## config.mk

```make
export PLATFORM = sky130hd
export DESIGN_NAME = encoder4x2_serializer
export DESIGN_NICKNAME = d
export VERILOG_FILES = /design/src/rtl/encoder_pkg.sv /design/src/rtl/pri_sel4.sv /design/src/rtl/encoder4x2_serializer.sv
export SDC_FILE = /design/constraint.sdc
export NUM_CORES = 1
export LEC_CHECK = 0
export ABC_AREA = 1
export CAP_MARGIN = 0
export CORE_AREA = 2 2 39 41
export CTS_CLUSTER_SIZE = 16
export DETAILED_ROUTE_END_ITERATION = 10
export DIE_AREA = 0 0 41 43
export SYNTH_ARGS = -nofsm -noshare
export SYNTH_HDL_FRONTEND = slang
export SYNTH_SLANG_ARGS = --single-unit
```

## constraint.sdc

```tcl
create_clock -name clk -period 1.1 [get_ports clk]
set_input_delay 0.275 -clock clk [delete_from_list [all_inputs] [get_ports clk]]
set_output_delay 0.275 -clock clk [all_outputs]
set_load 0.02 [all_outputs]
```

## src/rtl/encoder_pkg.sv

```systemverilog
// Shared constants and helpers for the 4-to-2 encoder/serializer return path.
package encoder_pkg;

    localparam int N_LINES = 4;
    localparam int IDX_W   = 2;

    // Converts a 2-bit line index into its one-hot request mask.
    function automatic logic [N_LINES-1:0] onehot2(input logic [IDX_W-1:0] idx);
        logic [N_LINES-1:0] mask_s;
        case (idx)
            2'd0:    mask_s = 4'b0001;
            2'd1:    mask_s = 4'b0010;
            2'd2:    mask_s = 4'b0100;
            2'd3:    mask_s = 4'b1000;
            default: mask_s = 4'b0000;
        endcase
        return mask_s;
    endfunction

endpackage

```

## src/rtl/pri_sel4.sv

```systemverilog
// Combinational 4-line selector: fixed priority (line 3 highest) or
// round-robin search beginning at line 'start'.
module pri_sel4
    import encoder_pkg::*;
(
    input  logic [N_LINES-1:0] P,
    input  logic [IDX_W-1:0]   start,
    input  logic               rr,
    output logic [IDX_W-1:0]   idx,
    output logic               any
);

    logic [N_LINES-1:0] rot_s;
    logic [IDX_W-1:0]   fix_idx_s;
    logic [IDX_W-1:0]   rr_off_s;

    // Fixed priority: highest set bit wins.
    always_comb begin
        fix_idx_s = 2'd0;
        casez (P)
            4'b1???: fix_idx_s = 2'd3;
            4'b01??: fix_idx_s = 2'd2;
            4'b001?: fix_idx_s = 2'd1;
            4'b0001: fix_idx_s = 2'd0;
            default: fix_idx_s = 2'd0;
        endcase
    end

    // Rotate so bit 0 is line 'start', then take the lowest set bit as an offset.
    always_comb begin
        rot_s    = P;
        rr_off_s = 2'd0;
        case (start)
            2'd0:    rot_s = P;
            2'd1:    rot_s = {P[0],   P[3:1]};
            2'd2:    rot_s = {P[1:0], P[3:2]};
            2'd3:    rot_s = {P[2:0], P[3]};
            default: rot_s = P;
        endcase
        casez (rot_s)
            4'b???1: rr_off_s = 2'd0;
            4'b??10: rr_off_s = 2'd1;
            4'b?100: rr_off_s = 2'd2;
            4'b1000: rr_off_s = 2'd3;
            default: rr_off_s = 2'd0;
        endcase
    end

    // Final index selection by arbitration mode.
    always_comb begin
        any = |P;
        if (rr) begin
            idx = start + rr_off_s;
        end else begin
            idx = fix_idx_s;
        end
    end

endmodule

```

## src/rtl/encoder4x2_serializer.sv

```systemverilog
// Captures one-hot request pulses into a pending register and serializes them
// as 2-bit codes over a valid/ready handshake.
module encoder4x2_serializer
    import encoder_pkg::*;
#(
    parameter int RR = 0
) (
    input  logic               clk,
    input  logic               rst,
    input  logic               E,
    input  logic [N_LINES-1:0] D,
    output logic [IDX_W-1:0]   A,
    output logic               V,
    input  logic               R,
    output logic [N_LINES-1:0] P,
    output logic               OVF
);

    logic [N_LINES-1:0] p_r;
    logic [IDX_W-1:0]   a_r;
    logic               v_r;
    logic [IDX_W-1:0]   last_r;
    logic               ovf_r;

    logic [N_LINES-1:0] cap_s;
    logic [N_LINES-1:0] clr_s;
    logic [IDX_W-1:0]   sel_idx_s;
    logic               sel_any_s;
    logic               load_s;
    logic [IDX_W-1:0]   start_s;
    logic               rr_s;

    assign rr_s    = (RR != 0);
    assign start_s = last_r + 2'd1;

    pri_sel4 u_sel (
        .P     (p_r),
        .start (start_s),
        .rr    (rr_s),
        .idx   (sel_idx_s),
        .any   (sel_any_s)
    );

    // Slot loads when it is empty or being drained, and something is pending.
    always_comb begin
        cap_s  = E ? D : 4'b0000;
        load_s = (!v_r || R) && sel_any_s;
        if (load_s) begin
            clr_s = onehot2(sel_idx_s);
        end else begin
            clr_s = 4'b0000;
        end
    end

    // Pending, output slot, round-robin pointer and overflow registers.
    always_ff @(posedge clk) begin
        if (rst) begin
            p_r    <= 4'b0000;
            a_r    <= 2'b00;
            v_r    <= 1'b0;
            last_r <= 2'b11;
            ovf_r  <= 1'b0;
        end else begin
            p_r   <= (p_r & ~clr_s) | cap_s;
            ovf_r <= |(cap_s & p_r & ~clr_s);
            if (load_s) begin
                a_r    <= sel_idx_s;
                v_r    <= 1'b1;
                last_r <= sel_idx_s;
            end else if (v_r && R) begin
                v_r <= 1'b0;
            end else begin
                v_r <= v_r;
            end
        end
    end

    assign A   = a_r;
    assign V   = v_r;
    assign P   = p_r;
    assign OVF = ovf_r;

endmodule

```

== Yosys cells after proc, flatten, opt, wreduce, memory -nomap -nowiden ==
Index checks and enable logic that the tools add are counted.
Storage, ports and cells
  register bits: 8
  bits of input ports: 8
  output and inout port bits: 8
  word-level logic and storage cells: 28
Cells by class
  eq/ne operators: 5
  muxes and demuxes: 6
  bitwise logic cells: 5
  reductions and logical operators: 8
Operators by type and width (number)
  $pmux 4 s4: 1
  $and 4x4->4: 3
  $mux 4: 2
  $reduce_or 4->1: 2
  $pmux 2 s3: 1
  $eq 2x1->1 const B: 2
  $eq 2x2->1 const B: 2
  $not 4->4: 1
  $or 4x4->4: 1
  $eq 3x1->1 const B: 1
  $logic_and 1x1->1: 2
  $logic_not 2->1: 1
  $mux 1: 2
  $reduce_bool 2->1: 1
  $logic_not 1->1: 1
  $logic_or 1x1->1: 1

== Logic depth before layout (Yosys ltp) ==
Gate-level depths: netlist (run 1).
  depth after elaboration: 8
  gate-level depth with buffers: 7
  mapped depth without buffers: 7

== Cells and area by module ==
From an unflattened synthesis (run 1), not the netlist that was laid out.
Second synthesis, totals
  cells, all modules: 120
  area, all modules: 719.4 µm²
By module, submodules not included
  encoder4x2_serializer: instances 1, cells each 68, area an instance 446.7 µm², seq. area each 200.2 µm²
  pri_sel4: instances 1, cells each 52, area an instance 272.8 µm², seq. area each 0.0 µm²

== Least setup slack after synthesis (run 1) ==
OpenSTA, ideal clock, no wires.
  path kind: reg2reg
  from: register p_r[2] (netlist: P[2])
  to: register ovf_r (netlist: OVF)
  setup time: 0.124 ns
  data arrival time: 0.958 ns
  required time: 0.976 ns
  setup slack: 0.017 ns
  stages on the path, launching flop included: 8
  buffers on the path: 0
  clock period less this slack: 1.083 ns
  cell sequence: dfxtp_1 nor2_2 nand2_2 nand2_4 nor2_2 nor2_2 nor2_1 nor2_1
Between the ends
  longest elaborated chain between the ends: 8
  elaborated cells on any way between the ends: 15
  those cells by class: eq/ne: 5; mux: 3; bitwise: 3; reduce/logical: 4
RTL lines
  start: declaration: RTL line encoder4x2_serializer.sv:19  | logic [N_LINES-1:0] p_r;
  start signal: assignment: RTL line encoder4x2_serializer.sv:64  | p_r <= (p_r & ~clr_s) | cap_s;
  $eq 3x1->1 or $eq 2x1->1 (tied branches): RTL line pri_sel4.sv:20  | casez (P)
  $pmux 2 s3: RTL line pri_sel4.sv:20
  $eq 2x2->1 (tied with other cells): RTL line encoder_pkg.sv:10  | case (idx)
  $pmux 4 s4: RTL line encoder_pkg.sv:10
  $mux 4: RTL line encoder4x2_serializer.sv:48  | if (load_s) begin
  $not 4->4: RTL line encoder4x2_serializer.sv:65  | ovf_r <= |(cap_s & p_r & ~clr_s);
  $and 4x4->4 (*): RTL line encoder4x2_serializer.sv:65
  $reduce_or 4->1 (*): RTL line encoder4x2_serializer.sv:65
  end signal: assignment: RTL line encoder4x2_serializer.sv:65
  end: declaration: RTL line encoder4x2_serializer.sv:23  | logic ovf_r;
Mark *: on every way between the ends. The rest lies on a longest branch, timed or not.
A chain may end at the register's enable or synchronous reset.

== Worst setup path after layout (run 1) ==
  from: register p_r[2] (netlist: P[2])
  to: register a_r[1] (netlist: A[1])
Between the ends
  longest elaborated chain between the ends: 2
  elaborated cells on any way between the ends: 5
  those cells by class: eq/ne: 2; mux: 1; reduce/logical: 2
RTL lines
  $eq 3x1->1 (tied with other cells): RTL line pri_sel4.sv:20
  $pmux 2 s3 or $logic_and 1x1->1 (tied branches): RTL line pri_sel4.sv:20, encoder4x2_serializer.sv:47
  end signal: assignment: RTL line encoder4x2_serializer.sv:67  | a_r <= sel_idx_s;
  end: declaration: RTL line encoder4x2_serializer.sv:20  | logic [IDX_W-1:0] a_r;
Several ways; a longest one is shown, not always the timed one.

==> flow_summary.ini, run 1 <==
[run]
maxCapViolCount = 0

[detailed_routing]
vias = 444
routed_wl_um = 963
drt_iter0_drc = 2
vias_per_cell = 4.531
drt_first_pass_iters = 4
ant_nets = 0
wl_per_cell_um = 9.827
drcViolationCount = 0

[sta]
setup_viol = 0
fin_skew_ns = 0.003044
maxSlewViolCount = 0
max_slew_margin_pct = 86.09
setup_tns_ns = 0
fin_crit_ns = 1.068
worst_pin_slew_ns = 0.2065
period_share_pct = 97.13
rsz0062_at_grt = yes
max_clock_freq_mhz = 936.0
finalHoldViolations = 0
setup_slack_ns = 0.03160

[die]
ios = 16
die_w_um = 41
dieArea_um2 = 1763
initial_core_util_pct = 27.94
num_rows = 14
die_h_um = 43
core_area_um2 = 1384

[placed_design]
io_buffers = 15
gp_congestion = 0.7330
place_ws_ns = -0.2325
hpwl_um = 709.1

[setup_path]
cp.required_ns = 1.30
crit_path_cell_trace = buf_6, nor2_4, nand2_2, nand2_4, buf_6, nand2_4, a21oi_2
cp.arrival_ns = 1.27
cpMaxStageDelayCell = dfxtp_2
critPathKind = register to register
crit_fanout = 5
ff2ff_path_depth = 7
cp-end-kind = register
crit_path_start_kind = register
crit_path_max_incr_delay_ns = 0.32

[run_status]
outcome = completed

[cells_and_area]
n_antenna_cell = 0
final_common_cell = buf_4
layout_common_cells = buf_4 (11), dfxtp_1 (7), nand2_1 (7), buf_2 (7)
final_nets = 92
synthToLayoutAreaGrowth_pct = 75.73
drive_gt1_share_pct = 48.78
final_core_utilization_pct = 49.10

[global_route]
grt_pass1_vias = 395
grt_pass1_wl_um = 1524
grt_antenna_before_repair = 0
grt_util_all_layers_pct = 13.61
grt_overflow_total = 0
grt_max_degree = 7

[synthesis]
synthMuxAreaShare_pct = 0
syn_area_um2 = 386.6
synth_xor_area_share_pct = 0
netlist_instances = 53
yosys_warnings = 0
yosys.area_share.adder_pct = 0
synth_cell_types = 14
synth_top_family_by_area = simple AND/OR/NAND/NOR gates
synth-simple-area-share_pct = 36.89
synth_fp_nets = 61
syn_avg_cell_area_um2 = 7.295
synth_compound_area_share_pct = 13.92
yosysSeqAreaShare_pct = 41.42
ys_seq_elements = 8

[clock_network]
cts_tree = built
postCtsHoldBufs = 0
clk_pin_slew_ns = 0.06
cts_made_buffers = 3
h-tree-depth = 1
insertion_delay_ns = 0.26
cts.sinks = 8
clock-root-buffer = clkbuf_4
cts_buffer_depth = 2

[power_and_ir_drop]
p_per_area_nw_per_um2 = 1164
ir_drop_mv = 0.5439
power_leakage_nw = 0.3599

[hold_path]
hold_class = input port to register
hold_path_depth = 4
==> metrics by stage <==
stage	hold WS [ns]	std cells	cell area, µm²	total power [mW]
after floorplan	0.4155	53	386.6	0.4274
after global placement	0.4467	94	635.6	0.5406
after detailed placement	0.4495	94	635.6	0.5414
after CTS	0.4574	97	629.4	0.7673
after global routing	0.3733	98	679.4	0.8425
final	0.3550	98	679.4	0.7906
==> synthesized netlist by cell type <==
cell type / n / area [µm²]
a31o_2: 1 / 8.760
inv_1: 7 / 26.28
o21ai_1: 1 / 5.000
o21ai_0: 2 / 10.01
nand3b_1: 2 / 15.01
nand2_1: 11 / 41.29
dfxtp_1: 8 / 160.2
a21oi_1: 6 / 30.03
nand3_1: 5 / 25.02
clkbuf_1: 1 / 3.750
nand2_2: 1 / 6.260
nand2_4: 2 / 22.52
nor2_2: 4 / 25.02
nor2_1: 2 / 7.510
==> layout make-up <==
type / instances / area (µm²)
well taps: 16 / 20.02
multi-input cells: 37 / 234.0
inverters: 7 / 26.28
flip-flops and latches: 8 / 161.4
fillers: 151 / 704.4
clock buffers: 3 / 22.52
repair buffers: 27 / 215.2
==> layer usage <==
| layer | vias to the layer above | part of all wire (%) | global-route usage [%] |
|---|---|---|---|
| met1 | 195 | 45 | 15.31 |
| met5 | - | 0 | 0 |
| met4 | 0 | 4.3 | 12.00 |
| met2 | 13 | 45 | 18.13 |
| li1 | 231 | - | - |
| met3 | 5 | 5.6 | 6.283 |
==> flip-flops by register name, summed over array words and instances, names as in the netlist <==
name,cells
V,1
OVF,1
P,4
A,2
==> repair_timing <==
action / in CTS / in global routing
gates cloned: 0 / 0
pin swaps: 0 / 9
buffers inserted: 0 / 1
setup endpoints to repair: 9 / 4
gates resized for setup: 32 / 18
==> worst max-delay path, delay by kind of cell, from the launching register on <==
| family | cells | cell delay [ns] |
|---|---|---|
| simple gates | 4 | 0.36 |
| buf+inv | 2 | 0.23 |
| compound gates | 1 | 0.11 |
| flops | 1 | 0.32 |
==> report_power, final <==
group	total, mW	internal (mW)	leakage [nW]	switching, mW
Combinational	0.236	0.116	0.280	0.121
Sequential	0.318	0.309	0.0662	0.00923
Clock	0.236	0.126	0.0138	0.111
==> worst paths after layout <==
check	from	to	slack [ns]
hold reg to reg	A[1]	A[1]	0.48
hold / removal	R	P[3]	0.36
setup reg to reg	P[2]	A[1]	0.03
setup / recovery	P[2]	A[1]	0.03
==> kinds of logic (layout without fill, tap and decap cells) <==
kind of cell           count (synthesis)  in the layout
AOI/OAI and AO/OA                     10             10
buffers and inverters                  8             37
DFF                                    8              8
and+or+nand+nor                       27             27
(Power assumes the default switching activity.)
==> inputs of run 2 (changes only) <==
--- a/config.mk
+++ b/config.mk
@@ -7,10 +7,13 @@
 export LEC_CHECK = 0
 export ABC_AREA = 1
 export CAP_MARGIN = 0
-export CORE_AREA = 2 2 39 41
+export CORE_ASPECT_RATIO = 1.1
+export CORE_MARGIN = 1.5
+export CORE_UTILIZATION = 48
 export CTS_CLUSTER_SIZE = 16
 export DETAILED_ROUTE_END_ITERATION = 10
-export DIE_AREA = 0 0 41 43
+export PLACE_DENSITY = 0.77
 export SYNTH_ARGS = -nofsm -noshare
 export SYNTH_HDL_FRONTEND = slang
+export SYNTH_HIERARCHICAL = 1
 export SYNTH_SLANG_ARGS = --single-unit
==> run 2 against run 1 <==
The flow now finishes with violations (negative setup slack). Die area down 1.3%. Worst hold slack better by 0.11 ns. Sequential share of layout area decreased by 3.8 points. Critical path type unchanged. Clock skew is 0.0027 ns lower. Setup slack lost 0.22 ns. Area after synthesis up 86%. Clock-buffer cell count rose by 1.
==> flow_summary.ini, run 2 <==
[hold_path]
hold_start = A[1]
hold_class = register to register
hold_path_depth = 2
hold_end = A[1]

[power_and_ir_drop]
p_sw_share_pct = 43.70
p_per_area_nw_per_um2 = 1849
ir_drop_mv = 1.232
clock_power_share_pct = 16.6
power_frac_comb_pct = 59.8
p_int_mw = 1.110
power_leakage_nw = 0.5564
seqPwrFrac_pct = 23.6
power_mw = 1.971
power.net_switching_mw = 0.8612

[global_route]
grt_overflow_total = 0
grt_pass1_wl_um = 2594
grt_pass1_vias = 715
grt_max_degree = 15
grt_util_all_layers_pct = 21.82
grt_antenna_before_repair = 0

[sta]
max_slew_margin_pct = 39.96
max_clock_freq_mhz = 775.8
finalHoldViolations = 0
setup_slack_ns = -0.1889
worst_pin_slew_ns = 0.8976
setup_viol = 11
maxSlewViolCount = 0
period_share_pct = 117.2
setup_tns_ns = -1.234
fin_skew_ns = 0.0003857
fin_crit_ns = 1.289
rsz0062_at_grt = yes

[die]
core_area_um2 = 1384
die_h_um = 43.61
num_rows = 14
die_w_um = 39.92
dieArea_um2 = 1740
initial_core_util_pct = 51.99
ios = 16

[cells_and_area]
layout_common_cells = nand2_1 (31), nand3_1 (18), inv_1 (16), buf_4 (16), nor2_1 (11)
largest_register_ffs = 4
synthToLayoutAreaGrowth_pct = 48.17
fin_area_um2 = 1066
final_nets = 167
final_common_cell = nand2_1
drive_gt1_share_pct = 31.21
n_antenna_cell = 0

[synthesis]
ys_seq_elements = 10
yosys_warnings = 6
synth_top_area_cell = dfxtp_1
syn_avg_cell_area_um2 = 5.995
yosysSeqAreaShare_pct = 27.83
synth_edf_count = 0
syn_area_um2 = 719.4
netlist_instances = 120
yosysTopAreaCellShare_pct = 27.83
synth_top_flop_cell = dfxtp_1
synthTopCellsByArea = dfxtp_1 (28%), nand2_1 (17%), nand3_1 (13%), inv_1 (8.9%), a21oi_1 (6.3%)
synth_cell_types = 22
synthMostInstantiatedCell = nand2_1
async_flop_share_pct = 0
synth_commonest_cells = nand2_1 (33), nand3_1 (19), inv_1 (17), nor2_1 (11), dfxtp_1 (10)

[detailed_routing]
routed_wl_um = 1740
dr_wl_met2_um = 918
vias_per_cell = 4.936
wl_per_cell_um = 10.06
ant_nets = 0
top_layer_used = met4
met1Wirelength_um = 759
drcViolationCount = 0
vias = 854
dr_wl_met3_um = 35
drt_iter0_drc = 11
drt_first_pass_iters = 4

[setup_path]
cp-end-kind = register
cpMaxStageDelayCell = dfxtp_4
crit_path_max_incr_delay_ns = 0.36
critPathKind = register to register
r2r_slack_ns = -0.19
crit_path_start_kind = register
ff2ff_path_depth = 7
worst_path_most_repeated_cell = nand2_2
r2r_end = last_r[0]
crit_fanout = 5
cp.arrival_ns = 1.43
r2r_start = P[2]
crit_path_cell_trace = inv_4, buf_6, nand4_1, nand2_2, inv_2, nand2_2, o211ai_1
cp.required_ns = 1.24

[run_status]
violations = negative setup slack
outcome = finished with violations

[clock_network]
h-tree-depth = 1
cts_made_buffers = 3
cts.sinks = 10
insertion_delay_ns = 0.26
postCtsHoldBufs = 0
cts_tree = built
clock-root-buffer = clkbuf_4
clk_pin_slew_ns = 0.06
cts_buffer_depth = 2

[placed_design]
gp_congestion = 0.7836
post_dp_cell_area_um2 = 1011
hpwl_um = 1293
io_buffers = 15

[run]
maxCapViolCount = 0
## run 2: worst max-delay path, delay by kind of cell, from the launching register on
kind	cells	cell delay [ns]
AO/OA/AOI/OAI	1	0.07
AND/OR/NAND/NOR	3	0.50
flip-flops	1	0.36
buffers and inverters	3	0.22
## run 2: logic make-up (layout without fill, tap and decap cells)
family          Yosys count  count (layout)  synth area share [%]
simple gates             68              68                 40.35
buf+inv                  22              56                 13.56
compound gates           16              16                 13.56
xor+xnor                  2               2                 2.435
flops                    10              10                 27.83
fa+ha+maj                 1               1                 1.739
other cells               1               4                0.5212
## run 2: final cells by class
type / count / area, µm²
clock buffer: 4 / 36.28
fill: 113 / 317.8
inverter: 19 / 73.82
multi-input combinational: 91 / 466.7
sequential: 10 / 212.7
tap: 16 / 20.02
timing repair buffer: 33 / 256.5
## run 2: metal layers
layer / global-route usage [%] / vias up
met3: 1.538 / 4
met5: 0 / -
met1: 21.15 / 383
met2: 40.65 / 14
met4: 14.48 / 0
li1: - / 453
## run 2: per-stage QoR
step           std cells  hold WS (ns)  utilization (%)  setup slack [ns]
3_5_place_dp         167        0.4595            73.06           -0.3076
4_1_cts              172        0.4667            74.50           -0.1617
6_report             173        0.4674            77.03           -0.1889
3_3_place_gp         167        0.4527            73.06           -0.2481
2_1_floorplan        123        0.4282                -          -0.03819
5_1_grt              173        0.5008            77.03           -0.3122
## run 2: what timing repair did
item | 4_1_cts | 5_1_grt
gates resized for setup | 34 | 7
pin swaps | 6 | 7
hold endpoints to repair | 0 | 0
setup endpoints to repair | 18 | 11
setup buffers | 1 | 1
## run 2: worst max path at each step
stage | startpoint | end | slack, ns | cells after the start
floorplan | P[3] | OVF | -0.04 | 8
global placement | R | OVF | -0.25 | 8
detailed placement | R | OVF | -0.31 | 8
CTS | P[2] | OVF | -0.16 | 10
global route | P[2] | OVF | -0.31 | 10
finish | P[2] | last_r[0] | -0.19 | 7
## run 2: power groups by stage
stage / Clock (mW) / Sequential, mW / Combinational (mW)
2_1_floorplan: 0 / 0.525 / 0.778
3_3_place_gp: 0 / 0.472 / 1.09
3_5_place_dp: 0 / 0.474 / 1.13
4_1_cts: 0.339 / 0.465 / 1.13
5_1_grt: 0.345 / 0.473 / 1.32
6_report: 0.327 / 0.465 / 1.18
